===== config.mk =====
export PLATFORM = sky130hd
export DESIGN_NAME = cordic_sincos_ctrl_flat
export DESIGN_NICKNAME = d
export VERILOG_FILES = /design/src/rtl/cordic_sincos_ctrl_if.sv /design/src/rtl/cordic_sincos_ctrl.sv /design/src/flat_wrapper.sv
export SDC_FILE = /design/constraint.sdc
export NUM_CORES = 1
export LEC_CHECK = 0
export CAP_MARGIN = 15
export CORE_MARGIN = 3
export CORE_UTILIZATION = 38
export CTS_CLUSTER_SIZE = 28
export DETAILED_ROUTE_END_ITERATION = 10
export PLACE_DENSITY = 0.77
export SYNTH_ARGS = -nofsm -noshare
export SYNTH_HDL_FRONTEND = slang
export SYNTH_SLANG_ARGS = --single-unit

===== constraint.sdc =====
create_clock -name clk -period 2.1 [get_ports clk]
set_clock_uncertainty 0.2 [all_clocks]
set_input_delay 0.42 -clock clk [delete_from_list [all_inputs] [get_ports clk]]
set_output_delay 0.42 -clock clk [all_outputs]
set_load 0.005 [all_outputs]

===== src/rtl/cordic_sincos_ctrl_if.sv =====
`default_nettype none
// ============================================================================
//  Module      : cordic_sincos_ctrl_if
//  Description : Angle-request and cos/sin-result valid/ready streams
//  Revision    : 1.0  initial release
// ============================================================================
interface cordic_sincos_ctrl_if #(
    parameter int WIDTH = 32
);
    logic             in_valid;
    logic             in_ready;
    logic [WIDTH-1:0] in_angle;
    logic             out_valid;
    logic             out_ready;
    logic [WIDTH-1:0] out_cos;
    logic [WIDTH-1:0] out_sin;
    logic             out_err;

    modport master (
        output in_valid, in_angle, out_ready,
        input  in_ready, out_valid, out_cos, out_sin, out_err
    );

    modport slave (
        input  in_valid, in_angle, out_ready,
        output in_ready, out_valid, out_cos, out_sin, out_err
    );
endinterface
`default_nettype wire


===== src/rtl/cordic_sincos_ctrl.sv =====
`default_nettype none
// ============================================================================
//  Module      : cordic_sincos_ctrl
//  Description : Folds an angle into [-pi/2, pi/2], runs one circular rotation
//                job on the cordic core, fixes the cos sign, guards with timeout
//  Revision    : 1.0  initial release
// ============================================================================
module cordic_sincos_ctrl #(
    parameter int WIDTH   = 32,
    parameter int TIMEOUT = 64
) (
    input  wire logic             clk,
    input  wire logic             rst_n,
    cordic_sincos_ctrl_if.slave   bus,
    output logic                  busy,
    output logic                  cor_enable,
    output logic                  cor_mode_op,
    output logic [1:0]            cor_mode_coord,
    output logic [WIDTH-1:0]      cor_x_in,
    output logic [WIDTH-1:0]      cor_y_in,
    output logic [WIDTH-1:0]      cor_z_in,
    input  wire logic [WIDTH-1:0] cor_x_out,
    input  wire logic [WIDTH-1:0] cor_y_out,
    input  wire logic             cor_valid
);

    typedef enum logic [1:0] {
        S_IDLE  = 2'd0,
        S_ISSUE = 2'd1,
        S_WAIT  = 2'd2,
        S_DONE  = 2'd3
    } state_t;

    localparam int                      c_TW       = (TIMEOUT < 2) ? 1 : $clog2(TIMEOUT);
    localparam logic [c_TW-1:0]         c_TLAST    = c_TW'(TIMEOUT - 1);
    localparam logic signed [WIDTH-1:0] c_PI       = WIDTH'(205887);
    localparam logic signed [WIDTH-1:0] c_NEG_PI   = -c_PI;
    localparam logic signed [WIDTH-1:0] c_HALF     = WIDTH'(102944);
    localparam logic signed [WIDTH-1:0] c_NEG_HALF = -c_HALF;

    state_t                  r_state;
    state_t                  w_state_next;
    logic                    r_in_ready;
    logic                    r_out_valid;
    logic                    r_cor_enable;
    logic [WIDTH-1:0]        r_cos;
    logic [WIDTH-1:0]        r_sin;
    logic                    r_err;
    logic signed [WIDTH-1:0] r_z;
    logic                    r_neg;
    logic [c_TW-1:0]         r_timer;

    logic signed [WIDTH-1:0] w_angle;
    logic signed [WIDTH-1:0] w_z;
    logic                    w_neg;
    logic                    w_range_err;
    logic                    w_accept;
    logic                    w_timeout;

    assign w_angle     = bus.in_angle;
    assign w_range_err = (w_angle > c_PI) || (w_angle < c_NEG_PI);
    assign w_accept    = (r_state == S_IDLE) && r_in_ready && bus.in_valid;
    assign w_timeout   = (r_timer == c_TLAST);

    // Reflect outer-half-plane angles about +/-pi/2: sin is preserved, cos flips sign.
    always_comb begin
        w_z   = w_angle;
        w_neg = 1'b0;
        if (w_angle > c_HALF) begin
            w_z   = c_PI - w_angle;
            w_neg = 1'b1;
        end else if (w_angle < c_NEG_HALF) begin
            w_z   = c_NEG_PI - w_angle;
            w_neg = 1'b1;
        end
    end

    always_ff @(posedge clk or negedge rst_n) begin
        if (!rst_n) begin
            r_state <= S_IDLE;
        end else begin
            r_state <= w_state_next;
        end
    end

    always_comb begin
        w_state_next = r_state;
        case (r_state)
            S_IDLE: begin
                if (w_accept) begin
                    w_state_next = w_range_err ? S_DONE : S_ISSUE;
                end
            end
            S_ISSUE: w_state_next = S_WAIT;
            S_WAIT: begin
                if (cor_valid || w_timeout) begin
                    w_state_next = S_DONE;
                end
            end
            S_DONE: begin
                if (bus.out_ready) begin
                    w_state_next = S_IDLE;
                end
            end
            default: w_state_next = S_IDLE;
        endcase
    end

    // in_ready stays low for the first IDLE cycle after a result is taken.
    always_ff @(posedge clk or negedge rst_n) begin
        if (!rst_n) begin
            r_in_ready   <= 1'b0;
            r_out_valid  <= 1'b0;
            r_cor_enable <= 1'b0;
            r_cos        <= '0;
            r_sin        <= '0;
            r_err        <= 1'b0;
            r_z          <= '0;
            r_neg        <= 1'b0;
            r_timer      <= '0;
        end else begin
            r_in_ready   <= (w_state_next == S_IDLE) && (r_state == S_IDLE);
            r_out_valid  <= (w_state_next == S_DONE);
            r_cor_enable <= (w_state_next == S_ISSUE);
            case (r_state)
                S_IDLE: begin
                    if (w_accept) begin
                        if (w_range_err) begin
                            r_cos <= '0;
                            r_sin <= '0;
                            r_err <= 1'b1;
                        end else begin
                            r_z   <= w_z;
                            r_neg <= w_neg;
                        end
                    end
                end
                S_ISSUE: r_timer <= '0;
                S_WAIT: begin
                    r_timer <= r_timer + c_TW'(1);
                    // A result arriving on the timeout cycle is still taken.
                    if (cor_valid) begin
                        r_cos <= r_neg ? -cor_x_out : cor_x_out;
                        r_sin <= cor_y_out;
                        r_err <= 1'b0;
                    end else if (w_timeout) begin
                        r_cos <= '0;
                        r_sin <= '0;
                        r_err <= 1'b1;
                    end
                end
                default: ;
            endcase
        end
    end

    assign bus.in_ready   = r_in_ready;
    assign bus.out_valid  = r_out_valid;
    assign bus.out_cos    = r_cos;
    assign bus.out_sin    = r_sin;
    assign bus.out_err    = r_err;
    assign busy           = (r_state != S_IDLE);
    assign cor_enable     = r_cor_enable;
    assign cor_mode_op    = 1'b0;
    assign cor_mode_coord = 2'b01;
    assign cor_x_in       = WIDTH'(65536);
    assign cor_y_in       = '0;
    assign cor_z_in       = r_z;

endmodule
`default_nettype wire

===== src/flat_wrapper.sv =====
// flat-port wrapper written by rule: the top's interface ports become plain ports
module cordic_sincos_ctrl_flat 
#(
    parameter int WIDTH   = 32,
    parameter int TIMEOUT = 64
)
  (clk, rst_n, busy, cor_enable, cor_mode_op, cor_mode_coord, cor_x_in, cor_y_in, cor_z_in, cor_x_out, cor_y_out, cor_valid, bus_in_valid, bus_in_angle, bus_out_ready, bus_in_ready, bus_out_valid, bus_out_cos, bus_out_sin, bus_out_err);
  cordic_sincos_ctrl_if #(.WIDTH(WIDTH)) bus_i ();
  input  wire logic clk;
  input  wire logic rst_n;
  output logic busy;
  output logic cor_enable;
  output logic cor_mode_op;
  output logic [1:0] cor_mode_coord;
  output logic [WIDTH-1:0] cor_x_in;
  output logic [WIDTH-1:0] cor_y_in;
  output logic [WIDTH-1:0] cor_z_in;
  input  wire logic [WIDTH-1:0] cor_x_out;
  input  wire logic [WIDTH-1:0] cor_y_out;
  input  wire logic cor_valid;
  input wire logic [$bits(bus_i.in_valid)-1:0] bus_in_valid;
  input wire logic [$bits(bus_i.in_angle)-1:0] bus_in_angle;
  input wire logic [$bits(bus_i.out_ready)-1:0] bus_out_ready;
  output wire logic [$bits(bus_i.in_ready)-1:0] bus_in_ready;
  output wire logic [$bits(bus_i.out_valid)-1:0] bus_out_valid;
  output wire logic [$bits(bus_i.out_cos)-1:0] bus_out_cos;
  output wire logic [$bits(bus_i.out_sin)-1:0] bus_out_sin;
  output wire logic [$bits(bus_i.out_err)-1:0] bus_out_err;
  assign bus_i.in_valid = bus_in_valid;
  assign bus_i.in_angle = bus_in_angle;
  assign bus_i.out_ready = bus_out_ready;
  assign bus_in_ready = bus_i.in_ready;
  assign bus_out_valid = bus_i.out_valid;
  assign bus_out_cos = bus_i.out_cos;
  assign bus_out_sin = bus_i.out_sin;
  assign bus_out_err = bus_i.out_err;
  cordic_sincos_ctrl #(.WIDTH(WIDTH), .TIMEOUT(TIMEOUT)) u_core (.clk(clk), .rst_n(rst_n), .bus(bus_i), .busy(busy), .cor_enable(cor_enable), .cor_mode_op(cor_mode_op), .cor_mode_coord(cor_mode_coord), .cor_x_in(cor_x_in), .cor_y_in(cor_y_in), .cor_z_in(cor_z_in), .cor_x_out(cor_x_out), .cor_y_out(cor_y_out), .cor_valid(cor_valid));
endmodule

# --- Word-level counts from Yosys, hierarchy flattened ---
# Index checks and enable logic that the tools add are counted.
totals:
  ff_bits: 109
  latchBits: 0
  mem_bits_rw: 0
  mem_bits_ro: 0
  in_bits: 101
  out_inout_bits: 168
  wordCells: 63
  n_memories: 0
op_classes:
  n_addsub: 4
  multipliers: 0
  div_mod_pow: 0
  n_lt_le_gt_ge: 4
  eq_ne: 9
  shifts: 0
  muxes: 23
  bitwise_logic: 1
  reduce_logical: 12
op_table:
  columns: ["op", "n"]
  rows:
  - ["2-to-1 mux 32 bit", 8]
  - ["one-hot mux 32 bit (2 select lines)", 2]
  - ["subtractor 19 x 32 -> 32 bit, first input constant", 2]
  - ["> comparator 32 x 18 -> 1 bit, second input constant", 1]
  - ["> comparator 32 x 19 -> 1 bit, second input constant", 1]
  - ["less-than comparator 32 x 18 -> 1 bit, second input constant", 1]
  - ["less-than comparator 32 x 19 -> 1 bit, second input constant", 1]
  - ["negator 32 bit", 1]
  - ["one-hot mux 6 bit (2 select lines)", 1]
  - ["2-to-1 mux 2 bit", 4]
  - ["one-hot mux 2 bit (4 select lines)", 1]
  - ["adder 6 x 1 -> 6 bit, second input constant", 1]
  - ["equality test 2 bit, second input constant", 3]
  - ["equality test 6 bit, second input constant", 1]
  - ["2-to-1 mux 1 bit", 6]
  - ["nonzero test 2 bit", 3]
  - ["equality test 2 x 1 -> 1 bit, second input constant", 2]
  - ["logical NOT 2 bit", 2]
  - ["!= test 2 x 1 -> 1 bit, second input constant", 2]
  - ["AND reduction 4 bit", 1]
  - ["logical AND 1 bit", 3]
  - ["!= test 3 x 2 -> 1 bit, second input constant", 1]
  - ["AND reduction 3 bit", 1]
  - ["logical OR 1 bit", 2]
  - ["other kinds (2)", 2]

# --- Logic depth before layout (Yosys ltp) ---
logic_depth:
  depth_word: 7
  ltp_mapped: 12
  ltp_nobuf: 9

# --- Worst setup path before layout ---
# No wires, ideal clock.
synth_path:
  path_type: "input -> register"
  startpoint: "input bus_in_angle[6]"
  endpoint: "register u_core.r_cos[10] (netlist: u_core.bus.out_cos[10])"
  setup_time_ns: 0.125
  arrival_time_ns: 2.943
  required_time_ns: 1.775
  setup_slack_ns: -1.168
  path_stages: 12
  n_path_buf: 3
  cell_sequence: "clkbuf_1 > inv_1 > ha_1 > or3b_2 > a311o_1 > a31o_1 > nor3_2 > o31ai_4 > o211ai_2 > buf_6 > buf_6 > mux2_4"
synth_via:
  elab_chain_cells: 4
  elab_cells_between_ends: 5
  cone_classes: "order compare (2); eq/ne (1); reduce/logical (2)"
synth_lines:
  columns: ["item", "line", "source"]
  rows:
  - ["start, declared", "flat_wrapper.sv:22", "input wire logic [$bits(bus_i.in_angle)-1:0] bus_in_angle;"]
  - ["> comparator 32 x 19 -> 1 bit / less-than comparator 32 x 19 -> 1 bit (equally long branches)", "cordic_sincos_ctrl.sv:61", "assign w_range_err = (w_angle > c_PI) || (w_angle < c_NEG_PI);"]
  - ["logical OR 1 bit (*)", "cordic_sincos_ctrl.sv:61", null]
  - ["!= test 2 x 1 -> 1 bit (no line) (*)", null, null]
  - ["AND reduction 4 bit (no line) (*)", null, null]
  - ["end signal, assigned", "cordic_sincos_ctrl.sv:143", "r_cos <= r_neg ? -cor_x_out : cor_x_out;"]
  - ["end, declared", "cordic_sincos_ctrl.sv:46", "logic [WIDTH-1:0] r_cos;"]
# Mark *: on every way between the ends. The rest lies on a longest branch, timed or not.
# A chain may end at the register's enable or synchronous reset.

# --- Worst setup path in the final report ---
layout_path:
  startpoint: "input bus_in_angle[2]"
  endpoint: "register u_core.r_cos[11] (netlist: u_core.bus.out_cos[11])"
# The elaborated chain is that of the path after synthesis.

==> run metrics <==
Slew Limit Fails 0; RSZ-0062 raised after global routing true; register area share after synthesis around 40%; root buffer cell clkbuf_16; Pleak 5.28 nW; Tot Pwr 10.5 mW; HP Class in2async; DPL Wire Length 14800 um; Setup WS pre-CTS -1.61 ns; first-pass GRT wire length approximately 32000 um; endpoint type of the worst setup path flop; filler instances 1343; WP data arrival 3.01 ns; Critical Path Sink u_core.bus.out_cos[11]$_DFFE_PN0P_; final hold viol count 0; Die Height around 140 um; Remaining DRCs 0; Num CTS Buffers 9; crit path time final between 2 and 3 ns; post-synth cell types 64; Final WS setup -0.882 ns; Synth Register Bits 109; P_sw 3.35 mW; Pre-antenna DRT Iters 4; worst reg2reg startpoint u_core.r_timer[0]$_DFFE_PN0P_; starting density of the core 39.1%; vias in the first global route approximately 6300; NumNets Final 1129; DR vias/cell 5.00; # clock sinks 109; CP Launch Point bus_in_angle[2]; Layout area overhead 62.2%; sw frac approximately 32%; initial antenna violation count 0; P per Cell Area 943 nW/um^2; CTS tree yes; Async SR Flop Fraction 100%; Main synth FF type dfrtp_1; largest net degree at the start of global routing 40; area occupied by multi-input gates between 4000 and 5000 um^2; max-cap viol count 0; logic gate share of total power 54.4%; Pint 7.11 mW; VDD IR max 815 uV; I/O Pins ~270; Crit path required time approximately 2.1 ns; Mapped Area approximately 7000 um^2; # setup viols final 101; max frequency between 300 and 400 MHz; Placer Congestion 0.904; RR Endpoint u_core.bus.out_sin[8]$_DFFE_PN0P_; reg2reg setup slack -0.11 ns; Final Cycle Share 142%; Worst-path clk slew 0.08 ns; input/output buffers 201; Critical Path Source Type input pin; final WL 21300 um; failing checks negative setup slack; most frequent cells in the layout 171 x clkdlybuf4s50_1, 133 x buf_4, 109 x dfrtp_1, 67 x conb_1, 65 x mux2_4; Synth Area per Inst 10.0 um^2; # rows 48; grt total ovfl 0; Clock Latency Late Sink 0.35 ns; most common cell after layout, fill and taps aside clkdlybuf4s50_1; Crit Path Max Fanout 5; Post-synth EDFFs 0; Clock Power Share 17.4%; Die Area 19700 um^2; CTS Buffer Depth 2; R2R cell count 10; sequential cell area 2730 um^2; yosys warns 0; Crit Path Class in2reg; Die Wd 140 um; fraction of layout instances using a drive strength above 1 around a third; n_diodes 0; Detailed Route Iter0 Violations 252; antenna viol nets, final 0; Core ar. about 17000 um^2; H-tree depth 3; Post-Syn Instances 682; via count 6238; gr usage total ~20%; Routed WL per cell 17.0 um; status complete, but fails checks; Flop pwr share 28.2%
-- critical path, stage by stage --
cell	delay (ns)
buf_8	0.10
nor4_4	0.34
a311oi_2	0.17
a2111o_1	0.49
o211a_4	0.29
o31ai_4	0.32
o211ai_4	0.13
buf_12	0.15
buf_8	0.13
clkbuf_16	0.16
mux2_4	0.29
-- kinds of logic (layout without fill, tap and decap cells) --
logic type	Yosys count	count (layout)	synth area share, %
xor+xnor	48	48	6.14
other cells	2	67	0.110
mux	70	70	14.2
buf+inv	128	404	11.4
fa+ha+maj	10	10	1.83
flops	109	109	39.9
compound gates	114	114	11.3
simple gates	201	201	15.1
-- per-layer routing --
layer	track usage (%)	up-vias	wire length [um]	part of all wire [%]
met1	25.7	3029	8800	41
met4	5.66	0	364	1.7
li1	-	2945	-	-
met2	34.8	236	10900	51
met3	3.69	28	1190	5.6
met5	0	-	0	0
-- per-stage QoR --
step	hold slack, ns	instances	TNS, ns	area (um^2)	utilization (%)
final	0.254	1248	-77.99	11100	63.5
after global routing	0.261	1248	-83.39	11100	63.5
after CTS	0.250	1241	-70.25	10700	61.1
after detailed placement	0.0779	1201	-145.04	9840	56.3
after global placement	0.0765	1201	-140.57	9840	56.3
after floorplan	-0.0756	747	-84.50	7170	-
-- area by class of cell --
| cell class | count | share of cell area, % |
|---|---|---|
| clock buffers | 9 | 2.03 |
| clock inverters | 7 | 0.823 |
| inverters | 21 | 0.710 |
| multi-input cells | 510 | 37.0 |
| flip-flops and latches | 109 | 24.6 |
| well taps | 225 | 2.54 |
| repair buffers | 367 | 32.3 |
-- worst min path at each step --
stage / to / depth (start not counted) / from
final: u_core.bus.out_cos[20]$_DFFE_PN0P_ / 2 / rst_n
after global routing: u_core.bus.out_cos[19]$_DFFE_PN0P_ / 2 / rst_n
after CTS: u_core.bus.out_cos[20]$_DFFE_PN0P_ / 2 / rst_n
after global placement: u_core.bus.out_cos[24]$_DFFE_PN0P_ / 1 / rst_n
after detailed placement: u_core.bus.out_cos[20]$_DFFE_PN0P_ / 1 / rst_n
after floorplan: u_core.bus.in_ready$_DFF_PN0_ / 0 / rst_n
-- power by group through the flow --
stage	Combinational, mW	Clock (mW)	Sequential [mW]
final	5.70	1.82	2.95
after global placement	4.23	0	2.96
after floorplan	2.51	0	2.95
after global routing	6.05	1.93	3.02
after detailed placement	4.34	0	2.98
after CTS	5.41	1.86	2.94
-- registers in the layout (all words and copies together), names as in the netlist --
name and cells:
u_core.bus.in_ready 1, u_core.bus.out_cos 32, u_core.bus.out_err 1, u_core.bus.out_sin 32, u_core.bus.out_valid 1, u_core.cor_enable 1, u_core.cor_z_in 32, u_core.r_neg 1
u_core.r_state 2, u_core.r_timer 6
-- cells in the mapped netlist, types with 3 or more instances --
| library cell | count | share of area [%] |
|---|---|---|
| o31ai_1 | 14 | 1.5 |
| nand2_1 | 57 | 3.1 |
| a21o_1 | 10 | 1.1 |
| buf_2 | 3 | 0.22 |
| o22ai_1 | 10 | 0.91 |
| mux2_1 | 15 | 2.5 |
| ha_1 | 10 | 1.8 |
| o41ai_1 | 5 | 0.64 |
| or3_1 | 4 | 0.37 |
| nand3_1 | 12 | 0.88 |
| mux2i_1 | 4 | 0.59 |
| nor4_1 | 5 | 0.46 |
| buf_4 | 67 | 7.4 |
| nor2b_1 | 6 | 0.55 |
| a21oi_1 | 14 | 1.0 |
| xor2_1 | 30 | 3.8 |
| or4_1 | 6 | 0.66 |
| mux2_4 | 50 | 11 |
| dfrtp_1 | 109 | 40 |
| xnor2_1 | 18 | 2.3 |
| o21ai_0 | 25 | 1.8 |
| and3_1 | 34 | 3.1 |
| o21ai_1 | 12 | 0.88 |
| and2_1 | 3 | 0.27 |
| inv_1 | 21 | 1.2 |
| nand4_1 | 8 | 0.73 |
| buf_6 | 6 | 0.99 |
| clkbuf_1 | 28 | 1.5 |
| nor3_1 | 6 | 0.44 |
| nor2_1 | 45 | 2.5 |
-- what timing repair did --
item	4_1_cts	5_1_grt
setup buffers	17	9
hold endpoints to repair	82	0
pin swaps	24	52
setup endpoints to repair	102	102
gates cloned	7	3
gates resized for setup	123	89
hold buffers	1	0
Note: power is estimated with default switching activity, not from simulation.
